## config.mk

```make
export PLATFORM = sky130hd
export DESIGN_NAME = mem_arbiter
export DESIGN_NICKNAME = d
export VERILOG_FILES = /design/src/rtl/mem_arbiter.sv
export SDC_FILE = /design/constraint.sdc
export NUM_CORES = 1
export LEC_CHECK = 0
export CORE_MARGIN = 5
export CORE_UTILIZATION = 31
export CTS_CLUSTER_DIAMETER = 30
export DETAILED_ROUTE_END_ITERATION = 10
export GPL_TIMING_DRIVEN = 1
export SYNTH_ARGS = -nofsm -noshare
export SYNTH_HDL_FRONTEND = slang
export SYNTH_SLANG_ARGS = --single-unit
```

## constraint.sdc

```tcl
create_clock -name clk -period 3.2 [get_ports clk]
set_input_delay 0.32 -clock clk [delete_from_list [all_inputs] [get_ports clk]]
set_output_delay 0.32 -clock clk [all_outputs]
set_load 0.02 [all_outputs]
```

## src/rtl/mem_arbiter.sv

```systemverilog
`default_nettype none
// ============================================================================
// Module   : mem_arbiter
// Brief    : Round-robin arbiter sharing one single-ported memory bus between
//            instruction fetch and the load/store path; one outstanding access.
// Revision : 1.0 - initial release
// ============================================================================
module mem_arbiter #(
  parameter int XLEN = 32
) (
  input  logic            clk,
  input  logic            rst_n,
  input  logic            if_req,
  input  logic [XLEN-1:0] if_addr,
  output logic            if_gnt,
  output logic            if_rvalid,
  output logic [XLEN-1:0] if_rdata,
  input  logic            ls_req,
  input  logic            ls_we,
  input  logic [XLEN-1:0] ls_addr,
  input  logic [XLEN-1:0] ls_wdata,
  output logic            ls_gnt,
  output logic            ls_rvalid,
  output logic [XLEN-1:0] ls_rdata,
  output logic            mem_req,
  output logic            mem_we,
  output logic [XLEN-1:0] mem_addr,
  output logic [XLEN-1:0] mem_wdata,
  input  logic            mem_ready,
  input  logic [XLEN-1:0] mem_rdata
);

  localparam logic [1:0] c_ST_IDLE    = 2'd0;
  localparam logic [1:0] c_ST_BUSY_IF = 2'd1;
  localparam logic [1:0] c_ST_BUSY_LS = 2'd2;

  logic [1:0] r_state;
  logic [1:0] w_next_state;
  logic       r_last_ls;
  logic       w_idle;
  logic       w_pick_ls;

  always_ff @(posedge clk or negedge rst_n) begin
    if (!rst_n) r_state <= c_ST_IDLE;
    else        r_state <= w_next_state;
  end

  always_comb begin
    w_next_state = r_state;
    case (r_state)
      c_ST_IDLE: begin
        if (ls_gnt)      w_next_state = c_ST_BUSY_LS;
        else if (if_gnt) w_next_state = c_ST_BUSY_IF;
      end
      c_ST_BUSY_IF, c_ST_BUSY_LS: begin
        if (mem_ready) w_next_state = c_ST_IDLE;
      end
      default: w_next_state = c_ST_IDLE;
    endcase
  end

  // On contention the requester that did not win last time goes first
  always_comb begin
    w_idle    = (r_state == c_ST_IDLE);
    w_pick_ls = ls_req && (!if_req || !r_last_ls);
    ls_gnt    = rst_n && w_idle && w_pick_ls;
    if_gnt    = rst_n && w_idle && if_req && !w_pick_ls;
  end

  always_ff @(posedge clk or negedge rst_n) begin
    if (!rst_n) begin
      r_last_ls <= 1'b0;
      mem_req   <= 1'b0;
      mem_we    <= 1'b0;
      mem_addr  <= '0;
      mem_wdata <= '0;
      if_rvalid <= 1'b0;
      if_rdata  <= '0;
      ls_rvalid <= 1'b0;
      ls_rdata  <= '0;
    end else begin
      if_rvalid <= 1'b0;
      ls_rvalid <= 1'b0;
      if (ls_gnt) begin
        mem_req   <= 1'b1;
        mem_we    <= ls_we;
        mem_addr  <= ls_addr;
        mem_wdata <= ls_wdata;
        r_last_ls <= 1'b1;
      end else if (if_gnt) begin
        mem_req   <= 1'b1;
        mem_we    <= 1'b0;
        mem_addr  <= if_addr;
        mem_wdata <= '0;
        r_last_ls <= 1'b0;
      end else if (!w_idle && mem_ready) begin
        mem_req <= 1'b0;
        mem_we  <= 1'b0;
        if (r_state == c_ST_BUSY_IF) begin
          if_rvalid <= 1'b1;
          if_rdata  <= mem_rdata;
        end else begin
          // Stores complete with zero data so stale load data never leaks out
          ls_rvalid <= 1'b1;
          ls_rdata  <= mem_we ? '0 : mem_rdata;
        end
      end
    end
  end

endmodule
`default_nettype wire
```

Yosys cells after proc, flatten, opt, wreduce, memory -nomap -nowiden
Index checks and enable logic that the tools add are counted.
- input bits: 134
- bits in latches: 0
- memory bits (read-only): 0
- memory bits (writable): 0
- logic and storage cells: 59
- memories: 0
- output and inout bits: 134
- bits in registers: 135
- $lt $le $gt $ge: 0
- mux-type cells: 24
- shifts and indexed selects: 0
- equality and inequality tests: 4
- add/sub/neg operators: 0
- reductions and logical operators: 18
- divide/modulo/power cells: 0
- bitwise operators: 3
- $mul: 0
- operator list (cell ; number):
    $mux W32 ; 5
    $mux W1 ; 15
    $reduce_and A4 Y1 ; 2
    $logic_and A1 B1 Y1 ; 6
    $mux W2 ; 3
    $logic_not A1 Y1 ; 4
    $pmux W2 S2 ; 1
    $ne A3 B3 Y1 const B ; 1
    $not A1 Y1 ; 3
    $reduce_bool A3 Y1 ; 1
    $eq A2 B1 Y1 const B ; 1
    $eq A2 B2 Y1 const B ; 1
    $logic_not A2 Y1 ; 1
    $ne A2 B2 Y1 const B ; 1
    $reduce_and A2 Y1 ; 1
    $reduce_bool A2 Y1 ; 1
    $reduce_or A2 Y1 ; 1
    $logic_or A1 B1 Y1 ; 1

Depth between registers and ports, before layout
Gate-level depths: netlist of the first run.
- depth after elaboration: 8
- gate-level depth with buffers: 7
- depth with buffers taken out: 5

Worst setup path after synthesis of the first run
OpenSTA, ideal clock, no wires.
- kind: register -> register
- start: register r_state[1]
- end: register if_rdata[10]
- data required time: 3075 ps
- clock period less this slack: 1589 ps
- cell stages (with the launch flop): 7
- path slack: 1611 ps
- data arrival time: 1465 ps
- setup time: 125 ps
- cells stage by stage: dfrtp_1 inv_1 ha_1 inv_1 nand3_1 buf_4 mux2_2
- longest elaborated chain between the ends: 6
- elaborated cells between the ends (all ways): 11
- classes of those cells: 1 x eq/ne; 2 x bitwise; 8 x reduce/logical
- RTL lines (what ; RTL line ; text):
    start, declared ; 37 ; logic [1:0] r_state;
    start signal, assigned ; 44 ; if (!rst_n) r_state <= c_ST_IDLE;
    start signal, assigned ; 45 ; else r_state <= w_next_state;
    $logic_not A2 Y1 ; 64 ; w_idle = (r_state == c_ST_IDLE);
    $logic_and A1 B1 Y1 ; 66, 67 ;
    $logic_and A1 B1 Y1 (2 in series) ; 67 ; if_gnt = rst_n && w_idle && if_req && !w_pick_ls;
    $not A1 Y1 (no source line) ; n/a ;
    $reduce_and A4 Y1 (no source line) (*) ; n/a ;
    end signal, assigned ; 101 ; if_rdata <= mem_rdata;
    end, declared ; 17 ; output logic [XLEN-1:0] if_rdata,
Mark *: on every way between the ends. The rest lies on a longest branch, timed or not.
A chain may end at the register's enable or synchronous reset.

Final worst setup path of the first run
- start: register r_state[1]
- end: output if_gnt
- longest elaborated chain between the ends: 4
- RTL lines (what ; RTL line ; text):
    $logic_not A2 Y1 ; 64 ;
    $logic_and A1 B1 Y1 (3 in series) ; 67 ;
    end, declared ; 15 ; output logic if_gnt,
Every way passes these cells.

==> results of run 1 <==
## cell usage in the layout (no fill, tap or decap), types with 3 or more instances in the layout
master,count
a221o_1,32
a22o_1,32
and2_0,9
and2_1,23
buf_4,7
bufinv_16,4
clkbuf_1,6
clkbuf_16,17
clkbuf_8,3
clkdlybuf4s50_1,266
dfrtp_1,135
inv_1,5
mux2_2,32
nand2_1,35
nand2b_1,33
o21ai_0,26
o21ai_1,7
## final cells by class
type,count,area (µm²)
Inverter,5,18.8
Sequential cell,135,3380
Timing Repair Buffer,275,2740
Fill cell,1549,8310
Clock inverter,6,138
Clock buffer,26,489
Multi-Input combinational cell,246,1820
Tap cell,225,282
## power groups by stage
stage          combinational, W  clock, W  sequential, W
6_report                0.00437   0.00207        0.00294
3_3_place_gp            0.00435         0        0.00293
5_1_grt                 0.00469   0.00219        0.00304
2_1_floorplan           0.00137         0        0.00385
3_5_place_dp            0.00442         0        0.00295
4_1_cts                 0.00445   0.00213        0.00295
## layer usage
metal	vias to the layer above	GRT usage (%)
li1	2017	-
met1	2082	20.9
met2	195	26.6
met3	25	5.88
met4	0	6.82
met5	-	0
## path summary, 6_finish.rpt
path | startpoint | endpoint | slack (ns) | cells after the start
worst max-delay path | r_state[1]$_DFFE_PN0P_ | if_gnt | 0.69 | 5
worst min-delay path | rst_n | r_state[0]$_DFFE_PN0P_ | 0.39 | 2
worst max register to register | r_state[0]$_DFFE_PN0P_ | if_rdata[17]$_DFFE_PN0P_ | 0.92 | 5
worst min register to register | ls_rdata[14]$_DFFE_PN0P_ | ls_rdata[14]$_DFFE_PN0P_ | 0.48 | 2
max in group asynchronous | rst_n | ls_rdata[9]$_DFFE_PN0P_ | 1.68 | 3
min in group clk | ls_rdata[14]$_DFFE_PN0P_ | ls_rdata[14]$_DFFE_PN0P_ | 0.48 | 2
## worst max-delay path: cells and delay by family (launching register included)
| family | cells | cell delay (ns) |
|---|---|---|
| simple gates | 2 | 0.30 |
| fa+ha+maj | 1 | 0.37 |
| buf+inv | 2 | 0.74 |
| flops | 1 | 0.37 |
## state kept, by name, indices dropped and copies added, names as in the netlist
| name | cells |
|---|---|
| if_rdata | 32 |
| if_rvalid | 1 |
| ls_rdata | 32 |
| ls_rvalid | 1 |
| mem_addr | 32 |
| mem_req | 1 |
| mem_wdata | 32 |
| mem_we | 1 |
| r_last_ls | 1 |
| r_state | 2 |
## logic make-up after synthesis
family,share of synthesized area [%]
multiplexers,6.67
AND/OR/NAND/NOR,10.9
AO/OA/AOI/OAI,15.5
flip-flops,62.6
adder cells (fa/ha/maj),0.463
buffers and inverters,3.94
## stage by stage
stage | cell area (µm²) | power, W | instances | hold slack (ns) | util (%)
CTS | 8860 | 0.00952 | 918 | 0.381 | 51.6
detailed placement | 8230 | 0.00738 | 885 | 0.180 | 47.9
global route | 8860 | 0.00992 | 918 | 0.405 | 51.6
finish | 8860 | 0.00937 | 918 | 0.386 | 51.6
floorplan | 5400 | 0.00522 | 416 | 0.0244 | -
global placement | 8230 | 0.00728 | 885 | 0.177 | 47.9
==> flow_metrics.tcl, run 1 <==
set metrics [dict create \
    netlist_instances 416 \
    hold_buffers 1 \
    wl_per_cell_um 18.2 \
    critical_path_class "reg -> out" \
    row_count 48 \
    synth_warnings 0 \
    syn_avg_cell_area_um2 13.0 \
    antenna_found_initial 0 \
    final_antenna_net_count 0 \
    rsz0062_at_grt "no" \
    die_w_um 142 \
    intPower_w 0.00608 \
    cts_tree "yes" \
    cts.path.max_buffers 2 \
    diodes 0 \
    clk_latency_ns 0.40 \
    leakage_nw 3.84 \
    fin_crit_sh_pct 78.4 \
    p_per_area_nw_per_um2 1060 \
    die_area_um2 20200 \
    track_usage_pct 16.7 \
    grt_max_degree 70 \
    switching_share_pct 35.1 \
    grt_pass1_wl_um 26300 \
    yosys-top-cells-area "dfrtp_1, mux2_2, a221o_1" \
    io_pins 268 \
    maxCapViolCount 0 \
    first_global_vias 4681 \
    h-tree-depth 4 \
    pwr-share-seq_pct 31.3 \
    port_buffers 267 \
    clockPowerShare_pct 22.1 \
    grt_overflow 0 \
    critPathCaptureType "primary output" \
    ys_types 28 \
    vias 4319 \
    drive_above_1_share_pct 10.4 \
    dp.final_hpwl_um 12100 \
    syn_area_um2 5400 \
    worst_path_largest_cell_delay_ns 0.64 \
    cts_repair_resize_count 0 \
    vdd_drop_max_v 0.000448 \
    yosysTopAreaCell "dfrtp_1" \
    setup_ws_ns 0.690 \
    fin_skew_ns 0.00630 \
    p_comb_share_pct 46.6 \
    wl_met2_um 7820 \
    async_reset_ff_share_pct 100 \
    vias_per_cell 4.70 \
    area_growth_pct 64.2 \
    fmax_ghz 0.398 \
    hold_path.class "in -> async" \
    clkSinkCount 135 \
    cts_buffers 17 \
    synth_nets 552 \
    drc 0 \
    routed_wl_um 16700 \
    tns_ns 0 \
    synth_edf_count 0 \
    cts_setup_buffers 0 \
    hold_violations 0 \
    wl_met3_um 1510 \
    start_kind "flop" \
    switching_power_w 0.00329 \
    cts_root_buf "clkbuf_16" \
    start_util_pct 31.4 \
    status "completed" \
    coreArea_um2 17200 \
    path_clk_slew_ns 0.05 \
    place_ws_ns 0.831 \
    synth_top_area_share_pct 62.6 \
    crit_slowest_cell "clkdlybuf4s50_1" \
    drt_iter0_drc 162 \
    die_h_um 142 \
    highest_layer "met4" \
    finalNetCount 816 \
    slew_headroom_pct 21.4 \
    synth_common_cells "dfrtp_1, nand2_1, nand2b_1" \
    path_max_fanout 8 \
    tightest_slew_ns 1.18 \
    ys_dominant_reg_cell "dfrtp_1" \
    wl_met1_um 7070 \
    ys_ff_latch 135 \
    setup_viol 0 \
    min_period_ns 2.51 \
    yosysSeqAreaShare_pct 62.6 \
    dr.pass1.iters 4 \
    required_ns 2.88 \
    yosysMostFrequentCell "dfrtp_1" \
    critPathArrivalTime_ns 2.19 \
    worstPathCellList "inv_1 > ha_1 > nand3_1 > nor2_2 > clkdlybuf4s50_1" \
    maxSlewViolCount 0 \
    gp_congestion 0.752 \
]
(Power assumes the default switching activity.)
==> inputs of run 2 (changes only) <==
==> constraint.sdc (replaced) <==
create_clock -name clk -period 2.6 [get_ports clk]
set_input_delay 0.26 -clock clk [delete_from_list [all_inputs] [get_ports clk]]
set_output_delay 0.26 -clock clk [all_outputs]
set_load 0.02 [all_outputs]
==> run 2 against run 1 <==
Effect of this change: the run now ends with hold timing left; count of clock-buffer cells in the layout fell by 4; die area did not move; sequential power rose by 22%; sequential share of layout area barely moved; global-route usage fell by 0.86 points; critical path type unchanged; largest cell class unchanged.
==> flow_metrics.tcl, run 2 (synthesized netlist as in run 1, its figures left out) <==
set metrics [dict create \
    routed_wl_um 16100 \
    slew_headroom_pct 24.7 \
    path_clk_slew_ns 0.06 \
    cts_setup_buffers 0 \
    io_pins 268 \
    final_common_cell "clkdlybuf4s50_1" \
    drt_iter0_drc 119 \
    finalNetCount 816 \
    h-tree-depth 4 \
    min_period_ns 2.42 \
    rsz0062_at_grt "no" \
    holdWs_ns -0.00144 \
    fin_crit_sh_pct 93.0 \
    track_usage_pct 15.9 \
    grtUsageMet1_pct 20.0 \
    ff2ff_setup_slack_ns 0.58 \
    start_kind "flop" \
    clk_latency_ns 0.41 \
    dr.pass1.iters 4 \
    maxCapViolCount 0 \
    fmax_ghz 0.414 \
    cts_tree "yes" \
    port_buffers 267 \
    r2r_start "r_state[1]$_DFFE_PN0P_" \
    wl_per_cell_um 17.5 \
    place_ws_ns 0.353 \
    gr-usage-met2_pct 24.8 \
    power.total_w 0.0114 \
    vdd_drop_max_v 0.000496 \
    vias 4257 \
    required_ns 2.34 \
    critPathCaptureType "primary output" \
    drive_above_1_share_pct 11.4 \
    hold_violations 2 \
    die_area_um2 20200 \
    die_w_um 142 \
    violations "hold timing" \
    hold_path.class "in -> async" \
    tightest_slew_ns 1.13 \
    design_area_um2 8860 \
    busiest_layer "met2" \
    die_h_um 142 \
    leakage_nw 3.83 \
    cts_buffers 17 \
    coreArea_um2 17200 \
    final_antenna_net_count 0 \
    dpl-instance-area_um2 8250 \
    p_per_area_nw_per_um2 1290 \
    path_max_fanout 8 \
    cts_root_buf "clkbuf_16" \
    grt_max_degree 90 \
    row_count 48 \
    start_util_pct 31.4 \
    drc 0 \
    cts.path.max_buffers 2 \
    gp_congestion 0.776 \
    fin_skew_ns 0.00682 \
    vias_per_cell 4.63 \
    dp.final_hpwl_um 11500 \
    critPathArrivalTime_ns 2.16 \
    final_cell_mix "clkdlybuf4s50_1, dfrtp_1, nand2_1" \
    hold_buffers 0 \
    reg2regPathDepth 5 \
    clkSinkCount 135 \
    maxSlewViolCount 0 \
    status "complete, but fails checks" \
    cts_repair_resize_count 0 \
    num-fill-cells 1492 \
    reg2reg_to "mem_addr[5]$_DFFE_PN0P_" \
    antenna_found_initial 1 \
    setup_ws_ns 0.182 \
    tns_ns 0 \
    grt_pass1_wl_um 25200 \
    first_global_vias 4670 \
    grt_util_met3_pct 6.52 \
    setup_viol 0 \
    grt_overflow 0 \
    critical_path_class "reg -> out" \
    area_growth_pct 64.1 \
]
[run 2: changes by cell type in the layout (fill, tap and decap cells not counted), sizes merged]
cell / previous run / this run
clkbuf: 26 / 22
clkinvlp: 0 / 4
bufinv: 4 / 2
clkinv: 1 / 3
buf: 8 / 9
diode: 0 / 1
dlygate4sd3: 1 / 0
[run 2: power breakdown]
part / total, W / switching, W / leakage (nW) / internal (W)
Clock: 0.00243 / 0.000885 / 0.291 / 0.00154
Combinational: 0.00537 / 0.00265 / 1.84 / 0.00272
Sequential: 0.00360 / 0.000515 / 1.70 / 0.00308
[run 2: worst max-delay path: stages (launching register included)]
cell	delay [ns]
dfrtp_1	0.35
inv_1	0.09
ha_1	0.37
nand3_1	0.18
nor2_2	0.13
clkdlybuf4s50_1	0.63
[run 2: worst max path at each step]
stage                                 from                       end  slack, ns  cells past startpoint
floorplan           r_state[1]$_DFFE_PN0P_  if_rdata[10]$_DFFE_PN0P_       1.01                      6
global placement                    ls_req                    ls_gnt       0.43                      4
detailed placement                  ls_req  mem_addr[18]$_DFFE_PN0P_       0.35                      5
CTS                 r_state[0]$_DFFE_PN0P_                    if_gnt       0.16                      5
global route        r_state[1]$_DFFE_PN0P_                    if_gnt       0.04                      5
finish              r_state[1]$_DFFE_PN0P_                    if_gnt       0.18                      5
[run 2: routing by layer]
| layer | vias to the layer above | wire length (µm) |
|---|---|---|
| li1 | 2014 | - |
| met5 | - | 0 |
| met1 | 2029 | 6830 |
| met4 | 0 | 320 |
| met2 | 191 | 7510 |
| met3 | 23 | 1430 |
[run 2: final cells by class]
type | instances | area (µm²) | area share [%]
inverters | 5 | 18.8 | 0.212
clock buffers | 22 | 494 | 5.58
clock inverters | 10 | 118 | 1.33
diodes | 1 | 2.50 | 0.0282
multi-input cells | 246 | 1820 | 20.6
flip-flops and latches | 135 | 3380 | 38.1
repair buffers | 275 | 2750 | 31.0
well taps | 225 | 282 | 3.18
[run 2: through the flow]
step	utilization, %	std cells	hold slack, ns
3_5_place_dp	48.0	886	0.463
4_1_cts	51.6	918	0.0145
2_1_floorplan	-	416	-0.0356
3_3_place_gp	48.0	886	0.438
5_1_grt	51.6	919	0.0409
6_report	51.6	919	-0.00144
==> inputs of run 3 (changes only) <==
--- a/config.mk
+++ b/config.mk
@@ -5,8 +5,9 @@
 export SDC_FILE = /design/constraint.sdc
 export NUM_CORES = 1
 export LEC_CHECK = 0
+export ABC_AREA = 1
 export CORE_MARGIN = 5
-export CORE_UTILIZATION = 31
+export CORE_UTILIZATION = 30
 export CTS_CLUSTER_DIAMETER = 30
 export DETAILED_ROUTE_END_ITERATION = 10
 export GPL_TIMING_DRIVEN = 1
==> run 3 against run 2 <==
Effect of this change: the flow now finishes without violations; clock skew about the same; first-iteration DRC count rose by 130%; setup slack worse by 0.021 ns; routed wire length rose by 15%; cell area rose by 1.9%; count of clock-buffer cells in the layout down 2; clock power grew 8.6%; combinational power barely moved; critical path depth rose by 2; largest cell class unchanged.
==> flow_metrics.tcl, run 3 <==
set metrics [dict create \
    die_h_um 146 \
    synth_nets 762 \
    routed_wl_um 18600 \
    wl_per_cell_um 16.4 \
    die_area_um2 21200 \
    io_pins 268 \
    drive_above_1_share_pct 6.33 \
    ys_ff_latch 135 \
    dr.pass1.iters 4 \
    hold_violations 0 \
    finalNetCount 1024 \
    yosysTopAreaCell "dfrtp_1" \
    clk_latency_ns 0.41 \
    yosysMostFrequentCell "nand2_1" \
    critical_path_class "reg -> out" \
    synthSimpleGateAreaFrac_pct 30.4 \
    path_clk_slew_ns 0.06 \
    grt_pass1_wl_um 29400 \
    vias_per_cell 4.59 \
    holdWs_ns 0.0951 \
    reg2regPathDepth 9 \
    final_antenna_net_count 0 \
    ys_types 18 \
    synth_compound_gate_area_share_pct 3.47 \
    maxSlewViolCount 0 \
    synth_edf_count 0 \
    fmax_ghz 0.410 \
    gp_congestion 0.765 \
    tightest_slew_ns 0.903 \
    syn_area_um2 5520 \
    cts_repair_resize_count 0 \
    rsz0062_at_grt "no" \
    drt_iter0_drc 277 \
    yosys-top-cells-area "dfrtp_1, nand2_1, nand3_1" \
    start_util_pct 30.6 \
    synthAdderAreaFrac_pct 0.454 \
    hold_path.class "in -> async" \
    required_ns 2.34 \
    fin_crit_sh_pct 93.8 \
    p_per_area_nw_per_um2 1290 \
    utilization_pct 50.1 \
    synth_top_area_share_pct 61.3 \
    setup_viol 0 \
    cts_setup_buffers 0 \
    slew_headroom_pct 39.8 \
    first_global_vias 5157 \
    cts.path.max_buffers 2 \
    worstPathCellList "inv_1 > ha_1 > nand2_1 > inv_2 > nand2_4 > a21oi_4 > clkdlybuf4s50_1" \
    cts_tree "yes" \
    synth_mux_area_share_pct 0 \
    area_growth_pct 63.7 \
    grt_max_degree 69 \
    path_max_fanout 4 \
    leakage_nw 4.26 \
    die_w_um 146 \
    min_period_ns 2.44 \
    worst-path-buf-inv 3 \
    port_buffers 267 \
    h-tree-depth 4 \
    synth_common_cells "nand2_1, dfrtp_1, nand3_1, o21ai_0, buf_2" \
    critPathTopFamily "buffers and inverters" \
    coreArea_um2 18000 \
    ys_dominant_reg_cell "dfrtp_1" \
    cp.depth 7 \
    clkSinkCount 135 \
    worst_path_largest_cell_delay_ns 0.64 \
    final_common_cell "nand2_1" \
    drc 0 \
    vdd_drop_max_v 0.000569 \
    yosysSeqAreaShare_pct 61.3 \
    row_count 49 \
    critPathArrivalTime_ns 2.18 \
    diodes 0 \
    syn_avg_cell_area_um2 8.81 \
    synth_xor_area_share_pct 0 \
    vias 5192 \
    final_cell_mix "nand2_1, clkdlybuf4s50_1, dfrtp_1" \
    crit_slowest_cell "clkdlybuf4s50_1" \
    critPathCaptureType "primary output" \
    netlist_instances 626 \
    cts_buffers 17 \
    antenna_found_initial 0 \
    tns_ns 0 \
    track_usage_pct 17.2 \
    num-fill-cells 1727 \
    synth_top_family_by_area "simple AND/OR/NAND/NOR gates" \
    fin_skew_ns 0.00651 \
    hold_buffers 0 \
    async_reset_ff_share_pct 100 \
    dp.final_hpwl_um 13100 \
    start_kind "flop" \
    maxCapViolCount 0 \
    synth_warnings 0 \
    cts_root_buf "clkbuf_16" \
    status "completed" \
    grt_overflow 0 \
]
==> run 3: per-layer routing <==
layer	share of wire (%)	GRT usage (%)	up-vias	routed length [µm]
met4	1.4	4.71	0	259
met2	46	27.5	190	8610
met5	0	0	-	0
met1	42	21.4	2466	7890
li1	-	-	2518	-
met3	9.7	7.44	18	1810
==> run 3: cell families after synthesis <==
logic type,Yosys count
AO/OA/AOI/OAI,36
adder cells (fa/ha/maj),2
flip-flops,135
AND/OR/NAND/NOR,407
buffers and inverters,46
==> run 3: layout make-up <==
class,instances,area [µm²],share of cell area (%)
flip-flops and latches,135,3380,37.4
repair buffers,280,2780,30.8
multi-input cells,445,1900,21.0
clock buffers,20,447,4.95
well taps,229,287,3.17
clock inverters,12,200,2.22
inverters,9,33.8,0.374
==> run 3: final timing paths <==
check,slack (ns),to,from
worst max-delay path,0.16,if_gnt,r_state[1]$_DFFE_PN0P_
worst min-delay path,0.1,mem_addr[8]$_DFFE_PN0P_,rst_n
worst max register to register,0.80,ls_rdata[19]$_DFFE_PN0P_,r_state[0]$_DFFE_PN0P_
worst min register to register,0.47,mem_wdata[23]$_DFFE_PN0P_,mem_wdata[23]$_DFFE_PN0P_
max in group asynchronous,1.90,mem_wdata[22]$_DFFE_PN0P_,rst_n
min in group clk,0.39,mem_wdata[23]$_DFFE_PN0P_,ls_wdata[23]
==> run 3: report_power, final <==
group / switching [W] / internal (W)
combinational: 0.00297 / 0.00241
clock: 0.000913 / 0.00173
sequential: 0.000543 / 0.00310
==> run 3: through the flow <==
stage | area [µm²] | total power (W) | std cells | setup slack (ns)
2_1_floorplan | 5520 | 0.00628 | 626 | 1.14
3_3_place_gp | 8380 | 0.00907 | 1098 | 0.564
3_5_place_dp | 8380 | 0.00912 | 1098 | 0.556
4_1_cts | 9030 | 0.0118 | 1130 | 0.129
5_1_grt | 9030 | 0.0124 | 1130 | 0.0698
6_report | 9030 | 0.0117 | 1130 | 0.161
